`config.mk`:
```
export PLATFORM = sky130hd
export DESIGN_NAME = first_system_sequencer
export DESIGN_NICKNAME = d
export VERILOG_FILES = /design/src/rtl/first_system_pkg.sv /design/src/rtl/first_system_checker.sv /design/src/rtl/first_system_sequencer.sv
export SDC_FILE = /design/constraint.sdc
export NUM_CORES = 1
export LEC_CHECK = 0
export ABC_CLOCK_PERIOD_IN_PS = 2200
export CORE_MARGIN = 1.5
export CORE_UTILIZATION = 57
export CTS_BUF_LIST = sky130_fd_sc_hd__clkbuf_2
export CTS_CLUSTER_DIAMETER = 120
export DETAILED_ROUTE_END_ITERATION = 7
export GPL_ROUTABILITY_DRIVEN = 0
export GPL_TIMING_DRIVEN = 0
export MAX_ROUTING_LAYER = met4
export PLACE_DENSITY_LB_ADDON = 0.2
export SETUP_SLACK_MARGIN = 0.05
export SLEW_MARGIN = 20
export SYNTH_ARGS = -nofsm -noshare
export SYNTH_HDL_FRONTEND = slang
export SYNTH_SLANG_ARGS = --single-unit
```
`constraint.sdc`:
```
create_clock -name clk -period 2.2 [get_ports clk]
set_input_delay 0.22 -clock clk [delete_from_list [all_inputs] [get_ports clk]]
set_output_delay 0.22 -clock clk [all_outputs]
set_load 0.01 [all_outputs]
```
`src/rtl/first_system_pkg.sv`:
```
// Shared definitions for the first_system self-check sequencer: FSM state
// encoding, vector count and the golden datapath function. The golden
// function is also available to bench scoreboards.
package first_system_pkg;

    typedef enum logic [1:0] {
        ST_IDLE   = 2'd0,
        ST_SETTLE = 2'd1,
        ST_CHECK  = 2'd2,
        ST_DONE   = 2'd3
    } state_t;

    localparam int NUM_VECTORS = 4;

    // Golden first_system behaviour: {in1, in2} -> {out1, out2}
    function automatic logic [1:0] golden(input logic [1:0] ins);
        return {ins[1] | ins[0], ~ins[0]};
    endfunction

endpackage

```
`src/rtl/first_system_checker.sv`:
```
// Registered compare of the datapath outputs against the golden pair for the
// vector currently being driven. The flag is loaded on the last settle edge,
// so it is valid only during the CHECK cycle and zero everywhere else.
module first_system_checker
    import first_system_pkg::*;
(
    input  logic clk,
    input  logic rst,
    input  logic sample,
    input  logic drv_in1,
    input  logic drv_in2,
    input  logic dut_out1,
    input  logic dut_out2,
    output logic mismatch
);

    // Capture the compare result on the sampling edge; clear it otherwise
    always_ff @(posedge clk) begin
        if (rst) begin
            mismatch <= 1'b0;
        end else if (sample) begin
            mismatch <= ({dut_out1, dut_out2} != golden({drv_in1, drv_in2}));
        end else begin
            mismatch <= 1'b0;
        end
    end

endmodule

```
`src/rtl/first_system_sequencer.sv`:
```
// Drives all four input combinations into the first_system datapath, lets
// each one settle for SETTLE_CYCLES, checks the outputs and reports a
// pass/fail summary with a per-vector failure map. Every output is a flop.
module first_system_sequencer
    import first_system_pkg::*;
#(
    parameter int SETTLE_CYCLES = 3
)
(
    input  logic       clk,
    input  logic       rst,
    input  logic       start,
    output logic       busy,
    output logic       done,
    output logic       pass,
    output logic [2:0] err_count,
    output logic [3:0] fail_vec,
    output logic       drv_in1,
    output logic       drv_in2,
    input  logic       dut_out1,
    input  logic       dut_out2
);

    localparam logic [3:0] SETTLE_LOAD = 4'(SETTLE_CYCLES);
    localparam logic [1:0] LAST_VEC    = 2'(NUM_VECTORS - 1);

    state_t     state;
    logic [1:0] vec;
    logic [3:0] cnt;
    logic       sample;
    logic       mismatch;

    // The datapath outputs are captured on the edge that ends the settle
    // window, giving the vector SETTLE_CYCLES full cycles of stability.
    assign sample = (state == ST_SETTLE) && (cnt == 4'd1);

    first_system_checker u_checker (
        .clk      (clk),
        .rst      (rst),
        .sample   (sample),
        .drv_in1  (drv_in1),
        .drv_in2  (drv_in2),
        .dut_out1 (dut_out1),
        .dut_out2 (dut_out2),
        .mismatch (mismatch)
    );

    // Sequencer FSM with counters, drive and result registers
    // NOTE: all state here uses non-blocking assignments so every register
    // sees the pre-edge values of the others, independent of statement order.
    always_ff @(posedge clk) begin
        if (rst) begin
            // NOTE: only a handful of control flops exist, so every one of
            // them is reset; there is no storage array that could be left out.
            state     <= ST_IDLE;
            busy      <= 1'b0;
            done      <= 1'b0;
            pass      <= 1'b0;
            err_count <= 3'd0;
            fail_vec  <= 4'd0;
            drv_in1   <= 1'b0;
            drv_in2   <= 1'b0;
            vec       <= 2'd0;
            cnt       <= 4'd0;
        end else begin
            done <= 1'b0;
            case (state)
                ST_IDLE: begin
                    if (start) begin
                        vec                <= 2'd0;
                        {drv_in1, drv_in2} <= 2'd0;
                        cnt                <= SETTLE_LOAD;
                        err_count          <= 3'd0;
                        fail_vec           <= 4'd0;
                        pass               <= 1'b0;
                        busy               <= 1'b1;
                        state              <= ST_SETTLE;
                    end
                end
                ST_SETTLE: begin
                    cnt <= cnt - 4'd1;
                    if (cnt == 4'd1) begin
                        state <= ST_CHECK;
                    end
                end
                ST_CHECK: begin
                    if (mismatch) begin
                        err_count     <= err_count + 3'd1;
                        fail_vec[vec] <= 1'b1;
                    end
                    if (vec == LAST_VEC) begin
                        // Result includes the vector being checked right now
                        pass  <= (err_count == 3'd0) && !mismatch;
                        done  <= 1'b1;
                        state <= ST_DONE;
                    end else begin
                        vec                <= vec + 2'd1;
                        {drv_in1, drv_in2} <= vec + 2'd1;
                        cnt                <= SETTLE_LOAD;
                        state              <= ST_SETTLE;
                    end
                end
                ST_DONE: begin
                    busy  <= 1'b0;
                    state <= ST_IDLE;
                end
                default: begin
                    state <= ST_IDLE;
                end
            endcase
        end
    end

endmodule

```
* After elaboration in Yosys (flattened, before gate mapping)
Cells that the tools add are included. W data, S select, Z words.
Operators by class: add/sub/neg operators 3, $lt $le $gt $ge 2, equal/unequal tests 11, muxes and demuxes 28, bitwise logic cells 5, reductions and logical operators 17
Operators by type and width (count):
- $mux W4 | 4
- $pmux W4 S3 | 1
- $reduce_and A3 Y1 | 4
- $mux W2 | 5
- $pmux W1 S2 | 4
- $pmux W2 S4 | 1
- $pmux W4 S2 | 1
- $mux W1 | 7
- $eq A2 B2 Y1 const B | 3
- $mux W3 | 2
- $ne A2 B2 Y1 const B | 3
- $pmux W3 S2 | 1
- $eq A4 B1 Y1 const B | 1
- $ne A2 B1 Y1 const B | 2
- $or A4 B4 Y4 | 1
- $pmux W2 S2 | 1
- $reduce_and A2 Y1 | 2
- $reduce_bool A2 Y1 | 2
- $reduce_or A2 Y1 | 2
- $sub A4 B1 Y4 const B | 1
- $add A3 B1 Y3 const B | 1
- $logic_and A1 B1 Y1 | 3
- $logic_not A3 Y1 | 1
- $lt A2 B3 Y1 const B | 1
- 10 further kinds | 12
Word-level totals: register bits after elaboration 21

* Longest topological paths before layout
Gate-level depths: netlist of run 1.
depth in word-level cells 7, depth in mapped cells 5

* Modules after synthesis
Synthesis of run 1 repeated with hierarchy kept, for this count alone.
Second synthesis, totals: cells, all modules 112, area total of the unflattened synthesis 979.7 um^2
Modules (own cells, without submodules):
- first_system_sequencer | instances 1, cells each 106, area each 923.4 um^2, sequential area each 360.3 um^2
- first_system_checker | instances 1, cells each 6, area each 56.3 um^2, sequential area each 20.0 um^2

* Worst setup path after synthesis of run 1
No wires, ideal clock.
kind flip-flop to flip-flop, start point register vec[0], end point register cnt[3], library setup time 0.086 ns, data arrival time 1.436 ns, required time 2.114 ns, path slack 0.679 ns, cell stages (with the launch flop) 5, path buffers 0, cell sequence dfxtp_1 > ha_1 > o21a_1 > or4_1 > a211oi_1
On the way: longest elaborated chain between the ends 3
RTL lines:
- from (decl) | line first_system_sequencer.sv:28 | logic [1:0] vec;
- from (signal assigned) | line first_system_sequencer.sv:97 | vec <= vec + 2'd1;
- $eq A2 B2 Y1 | line first_system_sequencer.sv:91 | if (vec == LAST_VEC) begin
- $ne A2 B2 Y1 (no line)
- $reduce_and A3 Y1 (no line)
- to (signal assigned) | line first_system_sequencer.sv:81 | cnt <= cnt - 4'd1;
- to (decl) | line first_system_sequencer.sv:29 | logic [3:0] cnt;
Every way passes these cells. A chain may end at the register's enable or synchronous reset.

* Worst setup path in the final report of run 1
start point register vec[0], end point register pass
On the way: longest elaborated chain between the ends 3
RTL lines:
- $eq A2 B2 Y1 | line first_system_sequencer.sv:91
- $ne A2 B2 Y1 (no line)
- $reduce_and A3 Y1 (no line)
- to (signal assigned) | line first_system_sequencer.sv:93 | pass <= (err_count == 3'd0) && !mismatch;
- to (decl) | line first_system_sequencer.sv:15 | output logic pass,
Every way passes these cells.

==> summary.txt, run 1 <==
Setup path
  • Max Fanout on Critical Path: 10
  • CP endpoint: pass
  • Worst reg2reg path depth: 5
  • Critical-path cell list: ha_1 -> clkbuf_1 -> mux2i_1 -> or3_1 -> a21oi_1
  • R2R Setup Slk: ~0.46 ns
  • Data arrival, critical path: 2.02 ns
  • Startpoint type of the worst setup path: flip-flop
  • Crit path from: vec[0]
  • Crit end category: flip-flop
  • Critical path's slowest cell: dfxtp_1
  • WP data required: between 2 and 2.5 ns
  • Reg-to-reg endpoint: pass
  • Crit Path Category: reg -> reg
  • Slowest stage delay, CP: approximately 0.5 ns
  • Worst r2r src: vec[0]

Clock tree
  • Clk sinks: 19
  • Clock Pin Slew Worst Setup and Hold Paths: between 0.15 and 0.2 ns
  • CTS tree: done
  • CTS H-tree lvls: 1
  • CTS Root Cell: clkbuf_2
  • Hold-fix buffers, CTS: 0
  • Post-CTS sizing: 0
  • CTS max path bufs: 2
  • Clock Latency Late Sink: 0.33 ns
  • Postcts setup bufs: 0
  • CTS buffer count: 3

Synthesis
  • Ys async rst share: 0%
  • Synth top cells by count: dfxtp_1, a21oi_1, ha_1, inv_1, o21ai_0
  • Most frequent cell after synthesis: dfxtp_1
  • Synth Register Bits: 19
  • Top cell type's share of synthesized area: roughly 39%
  • Synthesized area: about 970 um2
  • Post-synth top flop: dfxtp_1
  • Synth warn: 0
  • Area leader, netlist: dfxtp_1
  • Post-synth EDFFs: 0
  • Post-Syn Instances: 111
  • Yosys cell types: 33
  • Mapped Nets: 124
  • Top cells by area, synth: dfxtp_1, ha_1, a21oi_1
  • Seq/Total Area, Yosys: 39.07%
  • Avg Cell Area, Syn: ~8.8 um2

Layout
  • Share of layout cells above drive strength 1: between 5 and 6%
  • Antenna diode count: 0
  • Final net count: ~150
  • Area delta synth->final: 20.57%
  • Fin cells: roughly 150
  • Fillers: 115

STA
  • # setup viols final: 0
  • Hold Fails Final Rpt: 0
  • Peak Freq: roughly 570 MHz
  • Post-route setup TNS: 0 ns
  • Final period utilization: between 70% and 80%
  • Slew @ Worst Pin: between 0.4 and 0.5 ns
  • Relative slew slack: ~67%
  • Tmin final: between 1.5 and 2 ns
  • Hold WS: just under 0.5 ns
  • RSZ-0062 raised after global routing: false
  • Clock skew: about 0.014 ns
  • Slew Viols, Final: 0

Floorplanning
  • Initial core utilization: between 60% and 70%
  • I/O pins: 17
  • Row count: 14
  • Die area: slightly below 0.002 mm2
  • Core area: 0.001559 mm2
  • Die W: 44.33 um
  • Die Ht: 44.33 um

GRT
  • First-pass GRT wire length: around 3.6 mm
  • Tot GR Track Use: approximately a quarter
  • Global route total overflow: 0
  • Vias in the first global route: 838
  • Pin count of the biggest net entering global routing: 12
  • Antenna violations before repair: 0

Route
  • Drt total wl: 2.037 mm
  • WL per Instance: between 10 and 15 um
  • First DRT Iteration DRCs: 31
  • Vias: ~870
  • Post-detailed-route count of antenna-violating nets: 0
  • TritonRoute pass-1 iters: 6
  • Via/cell ratio: between 5 and 6
  • Remaining DRCs: 2

Power
  • Peak supply drop: ~0.00037 V
  • PwrDens: around 540 mW/mm2
  • Leak Pwr: between 0.4 and 0.5 nW

Place
  • Placed insts: 143
  • HPWL after DPL: approximately 1.5 mm
  • Port Buffers: 16

Run status
  • Failing checks: design-rule violations
  • Status: finished with violations

Worst hold path
  • Hold Path Class: reg -> reg

Flow run
  • Max_cap viols: 0
critical path, delay by kind of cell (launching register included):
kind	cells	cell delay (ns)
AO/OA/AOI/OAI	1	0.12
adder cells (fa/ha/maj)	1	0.23
buffers and inverters	1	0.37
flip-flops	1	0.50
multiplexers	1	0.15
AND/OR/NAND/NOR	1	0.32
registers in the layout, summed over array words and instances (netlist names):
register / cells
state: 2
cnt: 4
vec: 2
busy: 1
done: 1
fail_vec: 4
u_checker.mismatch: 1
pass: 1
err_count: 3
layout by cell type, fill, tap and decap left out, types with 3 or more instances in the layout:
master and instances:
or3_1 3, clkdlybuf4s50_1 16, a21oi_1 12, nor2_1 5
a31oi_1 4, nor2b_1 3, o21ai_0 7, nand2_1 4
inv_1 7, clkbuf_2 3, ha_1 8, dfxtp_1 19
a211oi_1 3, clkbuf_1 4, nor3_1 3
power by group:
group	total, mW	internal [mW]	switching [mW]	leakage, nW
Sequential	0.374	0.360	0.0138	0.155
Combinational	0.107	0.0491	0.0574	0.252
Clock	0.152	0.0412	0.111	0.0164
Total	0.633	0.450	0.183	0.423
kinds of logic (layout without fill, tap and decap cells):
group           Yosys count  after routing  share of synthesized area [%]
mux                       3              3                          3.213
xor+xnor                  2              2                          1.800
simple gates             33             33                          20.18
flops                    19             19                          39.07
fa+ha+maj                 8              8                          10.28
buf+inv                  13             33                          5.398
compound gates           33             33                          20.05
stage by stage:
| stage | power [mW] | cell area (um2) | util [%] | worst slack (ns) |
|---|---|---|---|---|
| 6_report | 0.6326 | 1174 | 75.28 | 0.4584 |
| 5_1_grt | 0.6730 | 1174 | 75.28 | 0.3178 |
| 4_1_cts | 0.6350 | 1174 | 75.28 | 0.4808 |
| 3_5_place_dp | 0.4869 | 1154 | 74.00 | 0.4491 |
| 3_3_place_gp | 0.4832 | 1154 | 74.00 | 0.4893 |
| 2_1_floorplan | 0.4501 | 973.4 | - | 0.6789 |
layer usage:
metal  track usage [%]  wire length, um
met5                 -                0
met4             15.15               58
met3             5.714               63
met2             39.12             1006
met1             31.22              908
layout make-up:
cell class	instances	area, um2	area share (%)
multi-input combinational	79	540.5	46.06
sequential	19	380.4	32.41
timing repair buffer	16	160.2	13.65
inverter	8	30.03	2.559
buffer	5	22.52	1.919
tap	16	20.02	1.706
clock buffer	3	15.01	1.279
clock inverter	1	5.005	0.4264
how the worst min path moves through the flow:
stage | slack [ns] | depth (start not counted) | end | from
finish | 0.49 | 2 | cnt[3] | cnt[3]
global route | 0.52 | 2 | fail_vec[0] | fail_vec[0]
CTS | 0.50 | 2 | fail_vec[0] | fail_vec[0]
detailed placement | 0.46 | 2 | fail_vec[0] | fail_vec[0]
global placement | 0.45 | 2 | fail_vec[0] | fail_vec[0]
floorplan | 0.30 | 1 | u_checker.mismatch | rst
(Power assumes the default switching activity.)
==> run 2: changes to the inputs <==
- ABC_CLOCK_PERIOD_IN_PS: 2200 -> 1800
- CORE_UTILIZATION: 57 -> 53
- clock period: 2.2 -> 1.8 ns (I/O delays scaled with it)
==> run 2 against run 1 <==
- the run now ends clean
- critical path type unchanged
- critical endpoint is now cnt[3]
- die area grew 7.0%
- via count shrank 2.5%
- register-to-register slack lost 0.30 ns
- maximum frequency grew 6.2%
- highest routed layer unchanged
- worst setup slack lost 0.30 ns
==> summary.txt, run 2 (same netlist as run 1, synthesis figures left out) <==
Floorplanning
  • Die area: roughly 0.0021 mm2
  • Initial core utilization: a little under three fifths
  • Die W: roughly 46 um
  • Core area: 0.001727 mm2
  • Row count: 15
  • I/O pins: 17
  • Die Ht: around 46 um

Layout
  • Fillers: between 150 and 200
  • Area delta synth->final: 21.85%
  • Final net count: 145
  • Post-route cell area: ~0.0012 mm2
  • Fin cells: approximately 160
  • Footprint of the multi-input gates: approximately 540 um2
  • Antenna diode count: 0
  • Commonest non-fill, non-tap cells in the layout: dfxtp_1, clkdlybuf4s50_1, a21oi_1
  • Fin util: just under 70%
  • Commonest non-fill, non-tap cell in the layout: dfxtp_1
  • Register area: between 300 and 400 um2
  • Largest regs: cnt: 4 flops, fail_vec: 4 flops, err_count: 3 flops
  • Share of layout cells above drive strength 1: 6.107%

Power
  • PwrDens: 661.9 mW/mm2
  • Overall Power: about 790 uW
  • Peak supply drop: about 0.00041 V
  • Leak Pwr: around 0.43 nW

Setup path
  • Crit Path Category: reg -> reg
  • Data arrival, critical path: 1.90 ns
  • Startpoint type of the worst setup path: flip-flop
  • WP data required: slightly above 2 ns
  • Crit end category: flip-flop
  • Max Fanout on Critical Path: 8

Route
  • Remaining DRCs: 0
  • Vias: 851
  • Via/cell ratio: between 5 and 6
  • First DRT Iteration DRCs: 13
  • Drt total wl: 1.963 mm
  • WL per Instance: around 13 um
  • Post-detailed-route count of antenna-violating nets: 0
  • TritonRoute pass-1 iters: 4

GRT
  • Vias in the first global route: between 700 and 800
  • First-pass GRT wire length: about 3.3 mm
  • Antenna violations before repair: 0
  • Tot GR Track Use: about 22%
  • Global route total overflow: 0
  • Pin count of the biggest net entering global routing: 11

Clock tree
  • Clk sinks: 19
  • Clock Pin Slew Worst Setup and Hold Paths: around 0.18 ns
  • CTS tree: done
  • CTS max path bufs: 2
  • CTS Root Cell: clkbuf_2
  • Hold-fix buffers, CTS: 0
  • CTS H-tree lvls: 1
  • CTS buffer count: 3
  • Clock Latency Late Sink: around 0.32 ns

STA
  • Hold Fails Final Rpt: 0
  • Slew Viols, Final: 0
  • Relative slew slack: around 69%
  • # setup viols final: 0
  • Fin worst setup slack: 0.1600 ns
  • RSZ-0062 raised after global routing: false
  • Hold WS: around 0.5 ns
  • Post-route setup TNS: 0 ns
  • Peak Freq: roughly 610 MHz
  • Tmin final: about 1.6 ns
  • Slew @ Worst Pin: ~0.46 ns
  • Clock skew: 0.002541 ns
  • Final period utilization: about 91%

Flow run
  • Max_cap viols: 0

Place
  • Port Buffers: 16
  • Post-DP Area: between 0.001 and 0.0015 mm2
  • Pre-CTS WS: ~0.076 ns
  • HPWL after DPL: 1.457 mm
  • Placed insts: ~150

Worst hold path
  • Hold Path Class: reg -> reg

Run status
  • Status: complete, no violations
run 2: repair_timing:
| item | in CTS | in global routing |
|---|---|---|
| resized for setup | 0 | 3 |
| endpoints found under the setup margin | 0 | 5 |
| setup buffers | 0 | 0 |
run 2: report_power, final:
part           switching (mW)  internal (mW)  total (mW)
logic                  0.0709         0.0606       0.131
clock network           0.138         0.0588       0.197
registers              0.0169          0.440       0.457
total                   0.226          0.559       0.785
run 2: worst paths after layout:
check	startpoint	endpoint	slack [ns]	depth (start not counted)
worst max-delay path	vec[0]	cnt[3]	0.16	4
worst min-delay path	fail_vec[0]	fail_vec[0]	0.50	2
worst max register to register	vec[0]	cnt[3]	0.16	4
worst min register to register	fail_vec[0]	fail_vec[0]	0.50	2
run 2: metal layers:
| metal | global-route usage (%) | vias up | share of wire, % |
|---|---|---|---|
| met1 | 27.23 | 393 | 48 |
| met2 | 36.11 | 16 | 47 |
| li1 | - | 437 | - |
| met4 | 8.571 | 0 | 1.9 |
| met3 | 3.571 | 5 | 3.0 |
| met5 | - | - | 0 |
run 2: layout make-up:
cell class	count	area share, %
multi-input combinational	79	45.57
sequential	19	32.07
timing repair buffer	16	13.50
tap	25	2.637
inverter	8	2.532
buffer	5	2.004
clock buffer	4	1.688
run 2: worst max-delay path, cell delays in order (launching register included):
cell,delay [ns]
dfxtp_1,0.43
ha_1,0.24
o21a_1,0.20
or4_1,0.47
a211oi_1,0.23
==> run 3: changes to the inputs <==
- SLEW_MARGIN: 20 -> not set
==> results of run 3 <==
No change in the layout: final DEF, timing and power equal those of run 2.
